**src/rtl/if_fetch_queue.sv**
```systemverilog
// if_fetch_queue: credit-limited in-order instruction fetch queue with redirect flush
//   clk, rst_n                  : clock, asynchronous active-low reset
//   imem_req_valid/ready, addr  : fetch request channel to instruction memory
//   imem_resp_valid/data        : in-order response channel from instruction memory
//   redirect_valid/pc           : control-flow redirect from a later stage
//   inst_valid/ready, inst/pc   : instruction channel to the decoder
module if_fetch_queue #(
  parameter logic [31:0] RESET_PC = 32'h0000_0000,
  parameter int          DEPTH    = 2
) (
  input  logic        clk,
  input  logic        rst_n,
  output logic        imem_req_valid,
  input  logic        imem_req_ready,
  output logic [31:0] imem_addr,
  input  logic        imem_resp_valid,
  input  logic [31:0] imem_resp_data,
  input  logic        redirect_valid,
  input  logic [31:0] redirect_pc,
  output logic        inst_valid,
  input  logic        inst_ready,
  output logic [31:0] inst,
  output logic [31:0] inst_pc
);
  localparam logic [0:0] FETCH = 1'b0;
  localparam logic [0:0] FLUSH = 1'b1;
  logic [31:0] pend_q [4];
  logic [63:0] fifo_q [4];
  logic [1:0]  pend_rd_q, pend_rd_d, pend_wr_q, pend_wr_d;
  logic [1:0]  fifo_rd_q, fifo_rd_d, fifo_wr_q, fifo_wr_d;
  logic [2:0]  out_q, out_d, buf_q, buf_d, stale_q, stale_d;
  logic [0:0]  state_q, state_d;
  logic [31:0] pc_q, pc_d;
  logic        run_q;
  logic        req_fire, resp_fire, keep, pop;
  function automatic logic [1:0] nxt(input logic [1:0] p);
    return (p == 2'(DEPTH - 1)) ? 2'd0 : p + 2'd1;
  endfunction
  assign imem_addr      = pc_q;
  // outstanding (stale included) plus buffered never exceeds DEPTH, so a kept response always has room
  assign imem_req_valid = run_q & ~redirect_valid & (out_q + buf_q < 3'(DEPTH));
  assign inst_valid     = buf_q != 3'd0;
  assign inst           = fifo_q[fifo_rd_q][31:0];
  assign inst_pc        = fifo_q[fifo_rd_q][63:32];
  assign req_fire       = imem_req_valid & imem_req_ready;
  // a response with nothing outstanding is a protocol error and is ignored
  assign resp_fire      = imem_resp_valid & (out_q != 3'd0);
  // stale responses are always the oldest, so FLUSH drops every response until stale_cnt drains
  assign keep           = resp_fire & ~redirect_valid & (state_q == FETCH);
  assign pop            = inst_valid & inst_ready & ~redirect_valid;
  always_comb begin
    out_d     = out_q + 3'(req_fire) - 3'(resp_fire);
    buf_d     = redirect_valid ? 3'd0 : buf_q + 3'(keep) - 3'(pop);
    stale_d   = redirect_valid ? out_q - 3'(resp_fire) : stale_q - 3'(resp_fire & (state_q == FLUSH));
    state_d   = (stale_d != 3'd0) ? FLUSH : FETCH;
    pc_d      = redirect_valid ? (redirect_pc & ~32'd3) : req_fire ? pc_q + 32'd4 : pc_q;
    pend_rd_d = resp_fire ? nxt(pend_rd_q) : pend_rd_q;
    pend_wr_d = req_fire ? nxt(pend_wr_q) : pend_wr_q;
    fifo_rd_d = redirect_valid ? 2'd0 : pop ? nxt(fifo_rd_q) : fifo_rd_q;
    fifo_wr_d = redirect_valid ? 2'd0 : keep ? nxt(fifo_wr_q) : fifo_wr_q;
  end
  always_ff @(posedge clk or negedge rst_n) begin
    if (!rst_n) begin
      pc_q      <= RESET_PC & ~32'd3;
      run_q     <= 1'b0;
      out_q     <= 3'd0;
      buf_q     <= 3'd0;
      stale_q   <= 3'd0;
      state_q   <= FETCH;
      pend_rd_q <= 2'd0;
      pend_wr_q <= 2'd0;
      fifo_rd_q <= 2'd0;
      fifo_wr_q <= 2'd0;
    end else begin
      pc_q      <= pc_d;
      run_q     <= 1'b1;
      out_q     <= out_d;
      buf_q     <= buf_d;
      stale_q   <= stale_d;
      state_q   <= state_d;
      pend_rd_q <= pend_rd_d;
      pend_wr_q <= pend_wr_d;
      fifo_rd_q <= fifo_rd_d;
      fifo_wr_q <= fifo_wr_d;
    end
  end
  always_ff @(posedge clk) begin
    if (req_fire) pend_q[pend_wr_q] <= pc_q;
    if (keep) fifo_q[fifo_wr_q] <= {pend_q[pend_rd_q], imem_resp_data};
  end
endmodule

```
**config.mk**
```make
export PLATFORM = sky130hd
export DESIGN_NAME = if_fetch_queue
export DESIGN_NICKNAME = d
export VERILOG_FILES = /design/src/rtl/if_fetch_queue.sv
export SDC_FILE = /design/constraint.sdc
export NUM_CORES = 1
export LEC_CHECK = 0
export CELL_PAD_IN_SITES_DETAIL_PLACEMENT = 1
export CELL_PAD_IN_SITES_GLOBAL_PLACEMENT = 1
export CORE_MARGIN = 2
export CORE_UTILIZATION = 51
export CTS_BUF_LIST = sky130_fd_sc_hd__clkbuf_8
export CTS_CLUSTER_DIAMETER = 40
export DETAILED_ROUTE_END_ITERATION = 7
export GPL_TIMING_DRIVEN = 0
export PLACE_DENSITY_LB_ADDON = 0.2
export SLEW_MARGIN = 25
export SYNTH_ARGS = -nofsm -noshare
export SYNTH_HDL_FRONTEND = slang
export SYNTH_SLANG_ARGS = --single-unit
```
**constraint.sdc**
```tcl
create_clock -name clk -period 7.9 [get_ports clk]
set_input_delay 0.79 -clock clk [delete_from_list [all_inputs] [get_ports clk]]
set_output_delay 0.79 -clock clk [all_outputs]
set_load 0.1 [all_outputs]
```
Word level (Yosys, flattened, before mapping)
Memory sizes are Yosys's and may differ from the RTL's.
Cells that the tools add are included.

operators by class
  add/sub/neg operators = 12
  magnitude comparators = 1
  equality and inequality tests = 4
  muxes and demuxes = 17
  bitwise gates (word level) = 11
  reduce and logical (&&, ||, !) cells = 6

operators by type and width
  kind                                                 number
  2-to-1 mux 32 bit                                    2
  adder 32 x 3 -> 32 bit (second input constant)       1
  2-to-1 mux 2 bit                                     8
  subtractor 3 x 1 -> 3 bit                            4
  bitwise AND 1 bit                                    9
  nonzero test 3 bit                                   3
  adder 2 x 1 -> 2 bit (second input constant)         4
  == test 2 x 1 -> 1 bit (second input constant)       4
  adder 3 x 1 -> 3 bit                                 2
  2-to-1 mux 3 bit                                     2
  nonzero test 2 bit                                   3
  2-to-1 mux 1 bit                                     5
  adder 3 bit                                          1
  < comparator 3 x 2 -> 1 bit (second input constant)  1
  NOT 1 bit                                            2

word-level totals
  flip-flop bits (word level) = 51
  memory bits (writable) = 384
  input port bits = 70
  logic and storage cells = 63
  memories = 2

memories
  name    depth  bits a word  read ports  clocked after Yosys merged registers in  write ports  RTL line  RTL
  fifo_q  4      64           1           0                                        1            28        logic [63:0] fifo_q [4];
  pend_q  4      32           1           0                                        1            27        logic [31:0] pend_q [4];

Depth between registers and ports, before layout
  depth after elaboration = 7
  depth in mapped cells = 13
  mapped depth without buffers = 12

Least setup slack after synthesis
OpenSTA, ideal clock, no wires.

  path kind = input port to flip-flop
  start = input redirect_valid
  end = memory fifo_q[0][0] (enable)
  data arrival time = 5927 ps
  required time = 7329 ps
  path slack = 1402 ps
  stages on the path = 3
  buffers on the path = 1
  path through = clkbuf_1 > nor3_1 > nor3b_1

on the way
  cells in the longest elaborated chain, start to end = 5

RTL lines
  item                                    RTL line  RTL
  start: declaration                      18        input logic redirect_valid,
  NOT 1 bit                               49        assign keep = resp_fire & ~redirect_valid & (state_q == FETCH);
  bitwise AND 1 bit (2 in series)         49
  2-to-1 mux 1 bit                        89        if (keep) fifo_q[fifo_wr_q] <= {pend_q[pend_rd_q], imem_resp_data};
  2-to-1 mux 1 bit (not written as such)  89
  end: declaration                        28

Every way passes these cells.

Worst setup path after layout
  start = register fifo_rd_q[0]
  end = output inst_pc[30]

on the way
  cells in the longest elaborated chain, start to end = 1

RTL lines
  item                      RTL line  RTL
  start: declaration        30        logic [1:0] fifo_rd_q, fifo_rd_d, fifo_wr_q, fifo_wr_d;
  start signal: assignment  83        fifo_rd_q <= fifo_rd_d;
  memory read (4 x 64 bit)  n/a
  end: declaration          23        output logic [31:0] inst_pc

Every way passes these cells.

==> results.yml <==
layout:
  nets: 1132
  drive_gt1_share_pct: 20.62
  final_area_sq_um: 19770
  area_growth_pct: 23.76
  diodes: 0
  final_cells: 1497
clocking:
  holdBufCountCts: 0
  htreeDepth: 3
  tritoncts: "built"
  clkLatencyLatePin_ns: 0.58
  clkSlewWorstSetupHoldPaths_ns: 0.06
  cts_setup_buffers: 0
  ctsRootBufferMaster: "clkbuf_8"
  cts-buffers-inserted: 70
  cts_resized: 0
  cts.path.max_buffers: 3
  clock_sinks: 417
detailed_routing:
  drc_errors: 0
  routedWlPerCell_microns: 23.49
  wirelength_mm: 35.16
  detail-route-antenna-nets: 0
  firstDrtPassIters: 4
  vias_per_cell: 5.675
  drtIter0Drc: 522
  vias: 8495
logic_synthesis:
  synth_ff_type: "edfxtp_1"
  synthDistinctLibCells: 37
  synth_simple_gate_area_share_pct: 4.073
  ys_warn_count: 0
  synthCells: 780
  synth_compound_area_share_pct: 2.193
  synth-seq-cells: 417
  synth.cell_area_sq_um: 15970
  yosysSeqAreaShare_pct: 76.85
  synth_top_family_by_area: "multiplexers"
  synth_xor_area_share_pct: 1.081
  synthTopCellsByCount: "edfxtp_1, mux4_2, dfrtp_1"
  synth_fa_ha_area_share_pct: 1.081
  ys_top_cells_by_area: "edfxtp_1, mux4_2, dfrtp_1, or4_1, a31oi_1"
  avgSynthCellArea_sq_um: 20.48
  synth_edf_count: 368
  ys_async_sr_fraction_pct: 11.75
  synth_top_cell_by_area: "edfxtp_1"
  yosysMostFrequentCell: "edfxtp_1"
  synth_top_cell_area_share_pct: 69.18
  synth_mux_area_share_pct: 13.23
global_routing:
  grt_pass1_vias: 9461
  antenna_found_initial: 0
  grt_max_degree: 50
  grt_usage_pct: 22.26
  grt-ovfl-total: 0
  grt_first_pass_wirelength_mm: 55.11
worst_setup_path:
  worstPathRequired_ns: 7.11
  worstSetupEndpointType: "output pin"
  crit_type: "register to output pin"
  reg2reg_depth: 11
  cp_max_fo: 10
  r2r_slack_ns: 3.85
  start_kind: "register"
  cp.arrival_ns: 3.88
timing:
  fmax_mhz: 214.1
  finalCriticalPeriod_ns: 4.670
  clock_skew_ns: 0.03104
  max_slew.worst_pin.slew_ns: 1.081
  fin_crit_sh_pct: 59.11
  final-hold-violation-count: 0
  rsz0062_at_grt: "no"
  setup_viol: 0
  slew_headroom_pct: 27.72
  report.final.slew_viol_count: 0
floorplanning:
  core_region_area_sq_um: 30750
  dieArea_sq_um: 32750
  die_h_microns: 181.0
  start_util_pct: 51.95
  die_x_microns: 181.0
  num_io_pins: 168
  rows: 64
power_and_ir_drop:
  irDropWorstVdd_mv: 0.2042
  pwr-share-clk_pct: 28.7
  report.power.total_mw: 6.067
  power.internal_mw: 3.994
  swShare_pct: 34.17
  switchingPower_mw: 2.073
  p_leak_nw: 6.555
  combPwrFrac_pct: 27.9
  power_density_nw_per_um2: 306.9
  p_seq_share_pct: 43.4
place:
  hpwl_mm: 23.93
  place_congestion: 0.7869
  post_dp_cell_area_sq_um: 18510
  dp_cells: 1374
  io_buffers: 161
job:
  cap_violations: 0
status:
  status: "finished clean"
min_path:
  hp-class: "input port to async pin"
-- through the flow --
step | worst slack (ns) | hold WS (ns) | util, % | setup TNS [ns]
6_report | 3.230 | 0.2440 | 64.29 | 0
5_1_grt | 2.961 | 0.2537 | 64.29 | 0
4_1_cts | 3.101 | 0.2507 | 64.29 | 0
3_5_place_dp | 3.678 | 0.5711 | 60.18 | 0
3_3_place_gp | -2.963 | 0.5276 | 58.84 | -195.77
2_1_floorplan | 1.402 | 0.4944 | - | 0
-- cells by family (layout without fill, tap and decap cells) --
kind of cell,after synthesis,after routing
compound gates,56,56
xor+xnor,18,18
fa+ha+maj,12,12
buf+inv,57,375
flops,417,417
mux,96,96
other cells,2,5
simple gates,122,122
-- metal layers --
layer	part of all wire (%)	track usage [%]
met1	43	30.47
met2	49	36.14
met3	4.8	4.334
met4	2.4	8.065
met5	0	0
-- path summary, 6_finish.rpt --
kind | start | endpoint
max | fifo_rd_q[0] | inst_pc[30]
max reg2reg | buf_q[1] | pend_q[2][19]
min in group clk | pend_wr_q[0] | pend_wr_q[0]
min | rst_n | imem_addr[17]
max in group asynchronous | rst_n | imem_addr[14]
min reg2reg | pend_wr_q[0] | pend_wr_q[0]
-- flip-flops by register name, summed over array words and instances, names as in the netlist, 3 cells and up --
signal / count
fifo_q: 248
pend_q: 120
imem_addr: 30
buf_q: 3
out_q: 3
stale_q: 3
-- worst max-delay path: stages, from the launching register on --
cell and delay [ns]:
dfrtp_1 0.34, clkbuf_1 0.54, buf_1 0.77, mux4_2 0.60
clkdlybuf4s50_1 1.04
-- power groups by stage --
stage                     clock network (mW)  registers, mW  logic [mW]
after detailed placement                   0           2.68        1.71
final                                   1.74           2.63        1.69
after global placement                     0           2.67        1.66
after CTS                               1.79           2.63        1.71
after global routing                    1.88           2.65        1.78
after floorplan                            0           2.76        1.18
-- layout by cell type, fill, tap and decap left out, types with 9 or more instances in the layout --
cell	instances
nand2_1	21
nand3_1	12
edfxtp_1	368
clkbuf_1	22
xnor2_1	12
mux4_2	92
or4_1	19
o31ai_1	15
clkinv_1	17
or3_1	14
o21ai_0	16
buf_1	13
clkdlybuf4s50_1	160
ha_1	9
clkbuf_8	72
a31oi_1	22
buf_4	17
buf_2	14
nor2_1	29
inv_1	40
dfrtp_1	49
-- final cells by class --
cell class                      count  area (sq um)
Sequential cell                   417         12280
Tap cell                          396         495.5
Timing Repair Buffer              195          1981
Inverter                           17         63.81
Clock buffer                       72         991.0
Multi-Input combinational cell    309          3523
Fill cell                        2690         10980
Buffer                             40         166.4
Clock inverter                     51         272.8
No activity file was read; power rests on OpenSTA's default activity.
